==> src/rtl/btb_update_ctrl_if.sv <==
// Request and BTB write-port bundle for btb_update_ctrl.
// slave = the controller, master = pipeline/BTB side that drives requests and observes writes.
interface btb_update_ctrl_if #(
  parameter int LOWER = 5
);
  logic             en;
  logic             br_valid;
  logic [63:0]      br_pc;
  logic [63:0]      br_target;
  logic             jmp_valid;
  logic [63:0]      jmp_pc;
  logic [63:0]      jmp_target;
  logic             flush_req;
  logic             btb_wr_en;
  logic [LOWER-3:0] btb_wr_index;
  logic [63:0]      btb_wr_tag;
  logic [63:0]      btb_wr_target;
  logic             btb_wr_valid;
  logic             flush_busy;
  logic             queue_full;
  logic             drop;

  modport master (
    output en, br_valid, br_pc, br_target, jmp_valid, jmp_pc, jmp_target, flush_req,
    input  btb_wr_en, btb_wr_index, btb_wr_tag, btb_wr_target, btb_wr_valid,
           flush_busy, queue_full, drop
  );

  modport slave (
    input  en, br_valid, br_pc, br_target, jmp_valid, jmp_pc, jmp_target, flush_req,
    output btb_wr_en, btb_wr_index, btb_wr_tag, btb_wr_target, btb_wr_valid,
           flush_busy, queue_full, drop
  );
endinterface

==> src/rtl/btb_update_ctrl.sv <==
// BTB write-side controller: queues branch/jump updates, one BTB write per cycle, flush sweep.
// Optional BTB_UPD_STATS_EN adds saturating stat_writes/stat_drops counters.
module btb_update_ctrl #(
  parameter int LOWER   = 5,
  parameter int Q_DEPTH = 4
) (
  input  logic              clk,
  input  logic              arst_n,
  btb_update_ctrl_if.slave  bus
`ifdef BTB_UPD_STATS_EN
  ,
  output logic [31:0]       stat_writes,
  output logic [31:0]       stat_drops
`endif
);

  localparam int IW   = LOWER - 2;
  localparam int ROWS = 1 << IW;
  localparam int PW   = $clog2(Q_DEPTH);
  localparam int CW   = PW + 1;

  typedef enum logic [1:0] {
    ST_IDLE  = 2'd0,
    ST_DRAIN = 2'd1,
    ST_FLUSH = 2'd2
  } state_t;

  state_t          state_r, state_next_s;
  logic [PW-1:0]   wr_ptr_r, wr_ptr_next_s;
  logic [PW-1:0]   rd_ptr_r, rd_ptr_next_s;
  logic [CW-1:0]   count_r, count_next_s;
  logic [IW-1:0]   sweep_r, sweep_next_s;
  logic [63:0]     mem_pc_r  [Q_DEPTH];
  logic [63:0]     mem_tgt_r [Q_DEPTH];

  logic            wr_en_r, wr_en_next_s;
  logic [IW-1:0]   wr_index_r, wr_index_next_s;
  logic [63:0]     wr_tag_r, wr_tag_next_s;
  logic [63:0]     wr_target_r, wr_target_next_s;
  logic            wr_valid_r, wr_valid_next_s;
  logic            flush_busy_r, flush_busy_next_s;
  logic            queue_full_r, queue_full_next_s;
  logic            drop_r, drop_next_s;

  logic            accept_ok_s, fifo_pop_s, pop_s;
  logic            br_acc_s, jmp_acc_s;
  logic [CW-1:0]   free_s;
  logic [1:0]      drop_cnt_s;
  logic [63:0]     head_pc_s, head_tgt_s;

  // Request acceptance: slots freed by this cycle's pop count; an empty FIFO forwards the first push.
  always_comb begin
    accept_ok_s = bus.en && !bus.flush_req && (state_r != ST_FLUSH);
    fifo_pop_s  = accept_ok_s && (count_r != {CW{1'b0}});
    free_s      = CW'(Q_DEPTH) - count_r + CW'(fifo_pop_s);
    br_acc_s    = bus.br_valid && accept_ok_s && (free_s != {CW{1'b0}});
    jmp_acc_s   = bus.jmp_valid && accept_ok_s &&
                  (free_s >= (br_acc_s ? CW'(2'd2) : CW'(2'd1)));
    pop_s       = fifo_pop_s || br_acc_s || jmp_acc_s;
    drop_cnt_s  = 2'(bus.br_valid && !br_acc_s) + 2'(bus.jmp_valid && !jmp_acc_s);
    if (count_r != {CW{1'b0}}) begin
      head_pc_s  = mem_pc_r[rd_ptr_r];
      head_tgt_s = mem_tgt_r[rd_ptr_r];
    end else if (br_acc_s) begin
      head_pc_s  = bus.br_pc;
      head_tgt_s = bus.br_target;
    end else begin
      head_pc_s  = bus.jmp_pc;
      head_tgt_s = bus.jmp_target;
    end
  end

  // FSM next state, FIFO pointers and next values of the registered write port.
  always_comb begin
    state_next_s      = state_r;
    sweep_next_s      = {IW{1'b0}};
    wr_ptr_next_s     = wr_ptr_r + PW'(br_acc_s) + PW'(jmp_acc_s);
    rd_ptr_next_s     = rd_ptr_r + PW'(pop_s);
    count_next_s      = count_r + CW'(br_acc_s) + CW'(jmp_acc_s) - CW'(pop_s);
    wr_en_next_s      = 1'b0;
    wr_index_next_s   = wr_index_r;
    wr_tag_next_s     = wr_tag_r;
    wr_target_next_s  = wr_target_r;
    wr_valid_next_s   = wr_valid_r;
    flush_busy_next_s = 1'b0;
    if (bus.flush_req) begin
      state_next_s      = ST_FLUSH;
      sweep_next_s      = IW'(1'b1);
      wr_ptr_next_s     = {PW{1'b0}};
      rd_ptr_next_s     = {PW{1'b0}};
      count_next_s      = {CW{1'b0}};
      wr_en_next_s      = 1'b1;
      wr_index_next_s   = {IW{1'b0}};
      wr_tag_next_s     = 64'd0;
      wr_target_next_s  = 64'd0;
      wr_valid_next_s   = 1'b0;
      flush_busy_next_s = 1'b1;
    end else begin
      case (state_r)
        ST_FLUSH: begin
          sweep_next_s      = sweep_r + IW'(1'b1);
          wr_en_next_s      = 1'b1;
          wr_index_next_s   = sweep_r;
          wr_tag_next_s     = 64'd0;
          wr_target_next_s  = 64'd0;
          wr_valid_next_s   = 1'b0;
          flush_busy_next_s = 1'b1;
          if (sweep_r == IW'(ROWS - 1)) begin
            state_next_s = ST_IDLE;
          end else begin
            state_next_s = ST_FLUSH;
          end
        end
        ST_IDLE, ST_DRAIN: begin
          if (pop_s) begin
            wr_en_next_s     = 1'b1;
            wr_index_next_s  = head_pc_s[LOWER-1:2];
            wr_tag_next_s    = head_pc_s;
            wr_target_next_s = head_tgt_s;
            wr_valid_next_s  = 1'b1;
          end else begin
            wr_en_next_s     = 1'b0;
          end
          if (count_next_s != {CW{1'b0}}) begin
            state_next_s = ST_DRAIN;
          end else begin
            state_next_s = ST_IDLE;
          end
        end
        default: begin
          state_next_s = ST_IDLE;
        end
      endcase
    end
    queue_full_next_s = (count_next_s == CW'(Q_DEPTH));
    drop_next_s       = (drop_cnt_s != 2'd0);
  end

  // Control state and registered outputs.
  always_ff @(posedge clk or negedge arst_n) begin
    if (!arst_n) begin
      state_r      <= ST_IDLE;
      wr_ptr_r     <= {PW{1'b0}};
      rd_ptr_r     <= {PW{1'b0}};
      count_r      <= {CW{1'b0}};
      sweep_r      <= {IW{1'b0}};
      wr_en_r      <= 1'b0;
      wr_index_r   <= {IW{1'b0}};
      wr_tag_r     <= 64'd0;
      wr_target_r  <= 64'd0;
      wr_valid_r   <= 1'b0;
      flush_busy_r <= 1'b0;
      queue_full_r <= 1'b0;
      drop_r       <= 1'b0;
    end else begin
      state_r      <= state_next_s;
      wr_ptr_r     <= wr_ptr_next_s;
      rd_ptr_r     <= rd_ptr_next_s;
      count_r      <= count_next_s;
      sweep_r      <= sweep_next_s;
      wr_en_r      <= wr_en_next_s;
      wr_index_r   <= wr_index_next_s;
      wr_tag_r     <= wr_tag_next_s;
      wr_target_r  <= wr_target_next_s;
      wr_valid_r   <= wr_valid_next_s;
      flush_busy_r <= flush_busy_next_s;
      queue_full_r <= queue_full_next_s;
      drop_r       <= drop_next_s;
    end
  end

  // FIFO storage; br lands before jmp, entries forwarded on an empty FIFO are stored and skipped.
  always_ff @(posedge clk) begin
    if (br_acc_s) begin
      mem_pc_r[wr_ptr_r]  <= bus.br_pc;
      mem_tgt_r[wr_ptr_r] <= bus.br_target;
    end
    if (jmp_acc_s) begin
      mem_pc_r[wr_ptr_r + PW'(br_acc_s)]  <= bus.jmp_pc;
      mem_tgt_r[wr_ptr_r + PW'(br_acc_s)] <= bus.jmp_target;
    end
  end

  assign bus.btb_wr_en     = wr_en_r;
  assign bus.btb_wr_index  = wr_index_r;
  assign bus.btb_wr_tag    = wr_tag_r;
  assign bus.btb_wr_target = wr_target_r;
  assign bus.btb_wr_valid  = wr_valid_r;
  assign bus.flush_busy    = flush_busy_r;
  assign bus.queue_full    = queue_full_r;
  assign bus.drop          = drop_r;

`ifdef BTB_UPD_STATS_EN
  logic [31:0] stat_writes_r, stat_drops_r;
  logic [32:0] drop_sum_s;

  // Saturating sum for the drop counter.
  always_comb begin
    drop_sum_s = {1'b0, stat_drops_r} + 33'(drop_cnt_s);
  end

  // Saturating statistics counters.
  always_ff @(posedge clk or negedge arst_n) begin
    if (!arst_n) begin
      stat_writes_r <= 32'd0;
      stat_drops_r  <= 32'd0;
    end else begin
      if (pop_s && (stat_writes_r != 32'hFFFF_FFFF)) begin
        stat_writes_r <= stat_writes_r + 32'd1;
      end
      stat_drops_r <= drop_sum_s[32] ? 32'hFFFF_FFFF : drop_sum_s[31:0];
    end
  end

  assign stat_writes = stat_writes_r;
  assign stat_drops  = stat_drops_r;
`endif

endmodule

==> src/flat_wrapper.sv <==
// flat-port wrapper written by rule: the top's interface ports become plain ports
module btb_update_ctrl_flat 
#(
  parameter int LOWER   = 5,
  parameter int Q_DEPTH = 4
)
  (clk, arst_n, bus_en, bus_br_valid, bus_br_pc, bus_br_target, bus_jmp_valid, bus_jmp_pc, bus_jmp_target, bus_flush_req, bus_btb_wr_en, bus_btb_wr_index, bus_btb_wr_tag, bus_btb_wr_target, bus_btb_wr_valid, bus_flush_busy, bus_queue_full, bus_drop);
  btb_update_ctrl_if #(.LOWER(LOWER)) bus_i ();
  input  logic clk;
  input  logic arst_n;
  input wire logic [$bits(bus_i.en)-1:0] bus_en;
  input wire logic [$bits(bus_i.br_valid)-1:0] bus_br_valid;
  input wire logic [$bits(bus_i.br_pc)-1:0] bus_br_pc;
  input wire logic [$bits(bus_i.br_target)-1:0] bus_br_target;
  input wire logic [$bits(bus_i.jmp_valid)-1:0] bus_jmp_valid;
  input wire logic [$bits(bus_i.jmp_pc)-1:0] bus_jmp_pc;
  input wire logic [$bits(bus_i.jmp_target)-1:0] bus_jmp_target;
  input wire logic [$bits(bus_i.flush_req)-1:0] bus_flush_req;
  output wire logic [$bits(bus_i.btb_wr_en)-1:0] bus_btb_wr_en;
  output wire logic [$bits(bus_i.btb_wr_index)-1:0] bus_btb_wr_index;
  output wire logic [$bits(bus_i.btb_wr_tag)-1:0] bus_btb_wr_tag;
  output wire logic [$bits(bus_i.btb_wr_target)-1:0] bus_btb_wr_target;
  output wire logic [$bits(bus_i.btb_wr_valid)-1:0] bus_btb_wr_valid;
  output wire logic [$bits(bus_i.flush_busy)-1:0] bus_flush_busy;
  output wire logic [$bits(bus_i.queue_full)-1:0] bus_queue_full;
  output wire logic [$bits(bus_i.drop)-1:0] bus_drop;
  assign bus_i.en = bus_en;
  assign bus_i.br_valid = bus_br_valid;
  assign bus_i.br_pc = bus_br_pc;
  assign bus_i.br_target = bus_br_target;
  assign bus_i.jmp_valid = bus_jmp_valid;
  assign bus_i.jmp_pc = bus_jmp_pc;
  assign bus_i.jmp_target = bus_jmp_target;
  assign bus_i.flush_req = bus_flush_req;
  assign bus_btb_wr_en = bus_i.btb_wr_en;
  assign bus_btb_wr_index = bus_i.btb_wr_index;
  assign bus_btb_wr_tag = bus_i.btb_wr_tag;
  assign bus_btb_wr_target = bus_i.btb_wr_target;
  assign bus_btb_wr_valid = bus_i.btb_wr_valid;
  assign bus_flush_busy = bus_i.flush_busy;
  assign bus_queue_full = bus_i.queue_full;
  assign bus_drop = bus_i.drop;
  btb_update_ctrl #(.LOWER(LOWER), .Q_DEPTH(Q_DEPTH)) u_core (.clk(clk), .arst_n(arst_n), .bus(bus_i));
endmodule
==> config.mk <==
export PLATFORM = sky130hd
export DESIGN_NAME = btb_update_ctrl_flat
export DESIGN_NICKNAME = d
export VERILOG_FILES = /design/src/rtl/btb_update_ctrl_if.sv /design/src/rtl/btb_update_ctrl.sv /design/src/flat_wrapper.sv
export SDC_FILE = /design/constraint.sdc
export NUM_CORES = 1
export LEC_CHECK = 0
export CORE_ASPECT_RATIO = 0.5
export CORE_UTILIZATION = 50
export CTS_CLUSTER_DIAMETER = 30
export DETAILED_ROUTE_END_ITERATION = 10
export PLACE_DENSITY_LB_ADDON = 0.25
export SYNTH_ARGS = -nofsm -noshare
export SYNTH_HDL_FRONTEND = slang
export SYNTH_SLANG_ARGS = --single-unit
export TNS_END_PERCENT = 5
==> constraint.sdc <==
create_clock -name clk -period 10.35 [get_ports clk]
set_input_delay 2.07 -clock clk [delete_from_list [all_inputs] [get_ports clk]]
set_output_delay 2.07 -clock clk [all_outputs]
set_load 0.01 [all_outputs]
Yosys cells after proc, flatten, opt, wreduce, memory -nomap -nowiden --
Memory sizes are Yosys's and may differ from the RTL's. Cells that the tools add are included.
Cells by class: add/sub/neg operators 10, order comparisons 1, equal/unequal tests 6, muxes and demuxes 35, reduce and logical (&&, ||, !) cells 22
Operator list (number):
- $mux W64 | 8
- $pmux W64 S2 | 2
- $mux W3 | 5
- $reduce_bool A3 Y1 | 4
- $mux W1 | 11
- $mux W2 | 5
- $add A3 B1 Y3 | 3
- $logic_and A1 B1 Y1 | 9
- $add A2 B1 Y2 | 3
- $eq A3 B3 Y1 const B | 2
- $pmux W3 S2 | 1
- $pmux W1 S2 | 2
- $pmux W2 S2 | 1
- $add A3 B1 Y3 const B | 1
- $ge A3 B3 Y1 | 1
- $logic_not A1 Y1 | 3
- $ne A3 B2 Y1 const B | 1
- $sub A3 B1 Y3 | 1
- $sub A3 B3 Y3 const A | 1
- $add A1 B1 Y2 | 1
- $eq A2 B1 Y1 const B | 1
- $eq A2 B2 Y1 const B | 1
- $logic_not A2 Y1 | 1
- $logic_or A1 B1 Y1 | 2
- 4 further kinds | 4
Storage, ports and cells: register bits 148, RAM bits 512, input port bits 262, word-level logic and storage cells 89, memories 2
Memory list:
- u_core.mem_pc_r | words 4, width 64, read ports 1, clocked after Yosys merged registers in 0, wr ports 2, line btb_update_ctrl.sv:33 | logic [63:0] mem_pc_r [Q_DEPTH];
- u_core.mem_tgt_r | words 4, width 64, read ports 1, clocked after Yosys merged registers in 0, wr ports 2, line btb_update_ctrl.sv:34 | logic [63:0] mem_tgt_r [Q_DEPTH];

Logic depth before layout (Yosys ltp) --
word-level depth 16, mapped depth 23

Worst setup path after synthesis --
No wires, ideal clock.
kind input to register, from in bus_flush_req, to mem u_core.mem_pc_r[2][0] (enable), library setup time 642 ps, data arrival time 9805 ps, data required time 9708 ps, setup slack -96 ps, stages 13, buffers on the path 2, cells stage by stage nand2b_1 > nor2_1 > nand2_1 > ha_1 > inv_1 > ha_1 > xor2_1 > o2111ai_2 > inv_1 > buf_2 > buf_2 > nand2_1 > o21bai_1
RTL lines:
- from (decl) | line flat_wrapper.sv:18 | input wire logic [$bits(bus_i.flush_req)-1:0] bus_flush_req;
- to (decl) | line btb_update_ctrl.sv:33

Final worst setup path --
from in bus_flush_req, to reg u_core.queue_full_r (netlist: u_core.bus.queue_full)
Between the ends: word-level cells in the longest chain between the ends 14, elaborated cells between the ends (all ways) 19
Ends and longest elaborated chain:
- $logic_not A1 Y1 | line btb_update_ctrl.sv:53 | accept_ok_s = bus.en && !bus.flush_req && (state_r != ST_FLUSH);
- $logic_and A1 B1 Y1 (2 in series) | line btb_update_ctrl.sv:53
- $logic_and A1 B1 Y1 | line btb_update_ctrl.sv:54 | fifo_pop_s = accept_ok_s && (count_r != {CW{1'b0}});
- $add A3 B1 Y3 | line btb_update_ctrl.sv:55 | free_s = CW'(Q_DEPTH) - count_r + CW'(fifo_pop_s);
- $reduce_bool A3 Y1 | line btb_update_ctrl.sv:56 | br_acc_s = bus.br_valid && accept_ok_s && (free_s != {CW{1'b0}});
- $logic_and A1 B1 Y1 | line btb_update_ctrl.sv:56
- $mux W2 | line btb_update_ctrl.sv:58 | (free_s >= (br_acc_s ? CW'(2'd2) : CW'(2'd1)));
- $ge A3 B3 Y1 | line btb_update_ctrl.sv:58
- $logic_and A1 B1 Y1 | line btb_update_ctrl.sv:57 | jmp_acc_s = bus.jmp_valid && accept_ok_s &&
- $add A3 B1 Y3 / $logic_or A1 B1 Y1 (equally long branches) | line btb_update_ctrl.sv:79, btb_update_ctrl.sv:59
- $sub A3 B1 Y3 | line btb_update_ctrl.sv:79 | count_next_s = count_r + CW'(br_acc_s) + CW'(jmp_acc_s) - CW'(pop_s);
- $mux W3 (*) | line btb_update_ctrl.sv:86 | if (bus.flush_req) begin
- net u_core.count_next_s[2] | line btb_update_ctrl.sv:31 | logic [CW-1:0] count_r, count_next_s;
- $eq A3 B3 Y1 (*) | line btb_update_ctrl.sv:135 | queue_full_next_s = (count_next_s == CW'(Q_DEPTH));
- net u_core.queue_full_next_s | line btb_update_ctrl.sv:42 | logic queue_full_r, queue_full_next_s;
- to (signal assigned) | line btb_update_ctrl.sv:167 | queue_full_r <= queue_full_next_s;
- to (decl) | line btb_update_ctrl.sv:42
Mark *: on every way through the listed nets, which the timed path passes. The rest lies on a longest branch. A chain may end at the register's enable or synchronous reset.

==> results.md <==
- Worst R2R Path Depth: 21
- Root Buffer: clkbuf_16
- Initial antenna violation count: 18
- First-pass GRT wire length: 137.3 mm
- Utilization after layout: 64.35%
- Max-cap violations: 0
- Inst Count DP: 3,321
- Final setup fails: 0
- DP Area: 0.03737 mm2
- Syn_area_per_cell: 14.85 um2
- Max_slew headroom: 24.90%
- Mapped cell area: 0.03276 mm2
- Most frequent cells in the layout: 512 x mux2_2, 512 x edfxtp_1, 396 x clkdlybuf4s50_1
- PortBufs: 397
- Status: completed
- Clock skew: 23.45 ps
- I/O pin count: 398
- DRT Pass-1 Iters: 7
- Delay-heaviest family, CP: adder cells
- Min Hold Slack: 483.7 ps
- PostCTS Resize Cnt: 0
- Die width: 364.0 um
- Worst-margin pin slew: 1126 ps
- Cell count after synthesis: 2,206
- Number of enable flip-flop cells after synthesis: 512
- Initial core utilization: 51.25%
- Vias in the first global route: 22,630
- Pwr Density: 172.8 mW/mm2
- Origin of the worst min-delay path: u_core.bus.btb_wr_tag[3]
- Postcts setup bufs: 0
- Worst Setup Slack, final: 2792 ps
- WHS Endpoint: u_core.bus.btb_wr_tag[3]
- CP max stage delay: 690 ps
- CP Cell Sequence: clkdlybuf4s50_1 -> nand2b_1 -> nor2_1 -> nand2_1 -> ha_1 -> inv_1 -> ha_1 -> nand2b_1 -> o2111ai_4 -> buf_12 -> ha_1 -> inv_1 -> a21boi_0 -> o311ai_2 -> nand3_1 -> ha_1 -> fa_1 -> inv_1 -> fa_1 -> xnor2_1 -> xnor2_1 -> nor2_1 -> and3_1
- Pwr Total: 7.107 mW
- Number of routed nets with antenna violations: 0
- Syn_nets: 2,480
- Total core area: 0.06392 mm2
- Ys async rst share: 22.42%
- Critical path endpoint category: register
- VDD IR max: 0.1217 mV
- Sequential share of the synthesized area: 58.23%
- Final instance area: 0.04113 mm2
- DRC: 0
- Cell mode on critical path: ha_1
- Clk Latency, worst-skew pair: 640 ps
- WP data arrival: 8080 ps
- Avg WL per Cell: 25.66 um
- Post-Route WL: 90.67 mm
- Worst slack at placement: 2162 ps
- RSZ-0062 raised after global routing: false
- Startpoint Class: input pin
- GRT Total Usage: 27.33%
- Final nets: 2,829
- H-tree Lvls: 3
- CTS Hold Buffers Added: 0
- FMAX: 132.3 MHz
- Worst hold stages: 1
- CTS tree: built
- Vias per cell: 6.050
- Top FF cell, synth: edfxtp_1
- GR Overflow Total: 0
- Yosys cell types: 44
- CP startpoint: bus_flush_req
- Critical path buffer and inverter count: 5
- Die area: 0.06662 mm2
- Die Y: 183.0 um
- Initial drt markers: 1,859
- Synth Warn #: 0
- Via count: 21,380
- Largest net degree at the start of global routing: 136
- Crit path max fanout: 135
- Post-DP HPWL: 48.34 mm
- CTS buffer count: 103
- Hold Path Class: reg2reg
- CTS clk-pin slew, worst paths: 50 ps
- R2r startpoint: u_core.count_r[2]
- Worst path required time: 10,870 ps
- Area Growth Syn to Fin: 25.55%
- #FFs+latches synth: 660
- Fin crit share: 73.03%
- Clock tree buffer depth: 3
- Share of layout cells above drive strength 1: 33.04%
- # rows: 65
- RePlAce Congestion: 0.7950
- Max-slew violations: 0
- Hold Fails Final Rpt: 0
- Setup total negative slack: 0 ps
- Critical-path top delay cell: buf_12
- R2r setup slk: 4070 ps
- Final std cells w/o fill: 3,533
- Type of the worst setup path: in2reg
- Post-layout min period: 7558 ps
- RR Endpoint: u_core.bus.queue_full
- TritonCTS Sinks: 660
- P_leak: 14.06 nW
==> layer usage <==
layer  up-vias  routed length [um]  track usage (%)
met5         -                  13                0
met4         2                2547            9.899
met3       147                4756            3.752
met2       709               46870            47.25
met1     11050               36480            35.39
li1       9467                   -                -
==> registers in the layout, indices dropped and copies added (netlist names), 2 cells and up <==
register / cells
u_core.mem_tgt_r: 256
u_core.state_r: 2
u_core.bus.btb_wr_index: 3
u_core.bus.btb_wr_target: 64
u_core.rd_ptr_r: 2
u_core.mem_pc_r: 256
u_core.bus.btb_wr_tag: 64
u_core.count_r: 3
u_core.wr_ptr_r: 2
u_core.sweep_r: 3
==> area by class of cell <==
cell class                      instances  area [um2]
Antenna cell                           17       42.54
Clock buffer                          133        3002
Clock inverter                         62       714.4
Fill cell                            4616       22790
Inverter                               13       51.30
Multi-Input combinational cell       1350       12830
Sequential cell                       660       19090
Tap cell                              871        1090
Timing Repair Buffer                  427        4313
==> logic make-up after synthesis <==
logic type | synth area share (%)
AOI/OAI and AO/OA | 7.825
DFF | 58.23
and+or+nand+nor | 3.926
buffers and inverters | 2.838
muxes | 26.49
xor gates and xnor gates | 0.1871
adders and majority gates | 0.5041
==> Yosys cell counts, types with 2 or more instances <==
library cell	instances	area [um2]
edfxtp_1	512	15370
mux2_2	512	5766
dfrtp_1	148	3704
nand2_1	132	495.5
mux4_2	128	2883
nand3_1	126	630.6
a21oi_1	125	625.6
o2bb2ai_1	125	1095
o21ai_0	92	460.4
clkbuf_1	85	319.1
buf_2	74	370.4
o21ai_1	37	185.2
inv_1	13	48.80
buf_6	11	123.9
ha_1	10	125.1
nor2_1	10	37.54
nor3_1	7	35.03
buf_1	6	22.52
xnor2_1	5	43.79
a21o_1	4	30.03
buf_4	4	30.03
nor2b_1	4	25.02
a221o_1	3	30.03
and2_1	3	18.77
clkbuf_2	3	15.01
mux2i_1	3	30.03
nand2b_1	3	18.77
o21bai_1	3	22.52
fa_1	2	40.04
xor2_1	2	17.52
==> report_power, final <==
group	switching (mW)	internal [mW]	total [mW]
logic	0.286	0.277	0.563
clock network	1.31	2.34	3.65
registers	0.0105	2.88	2.89
total	1.61	5.50	7.11
==> worst max path at each step <==
stage                     depth (start not counted)  slack (ps)               endpoint
after global routing                             23        2370  u_core.bus.queue_full
after detailed placement                         23        2160  u_core.bus.queue_full
final                                            23        2790  u_core.bus.queue_full
after floorplan                                  17        2180  u_core.mem_pc_r[1][0]
after global placement                           23        2290  u_core.bus.queue_full
after CTS                                        23        2800  u_core.bus.queue_full
Power figures use the tool's default switching activity.
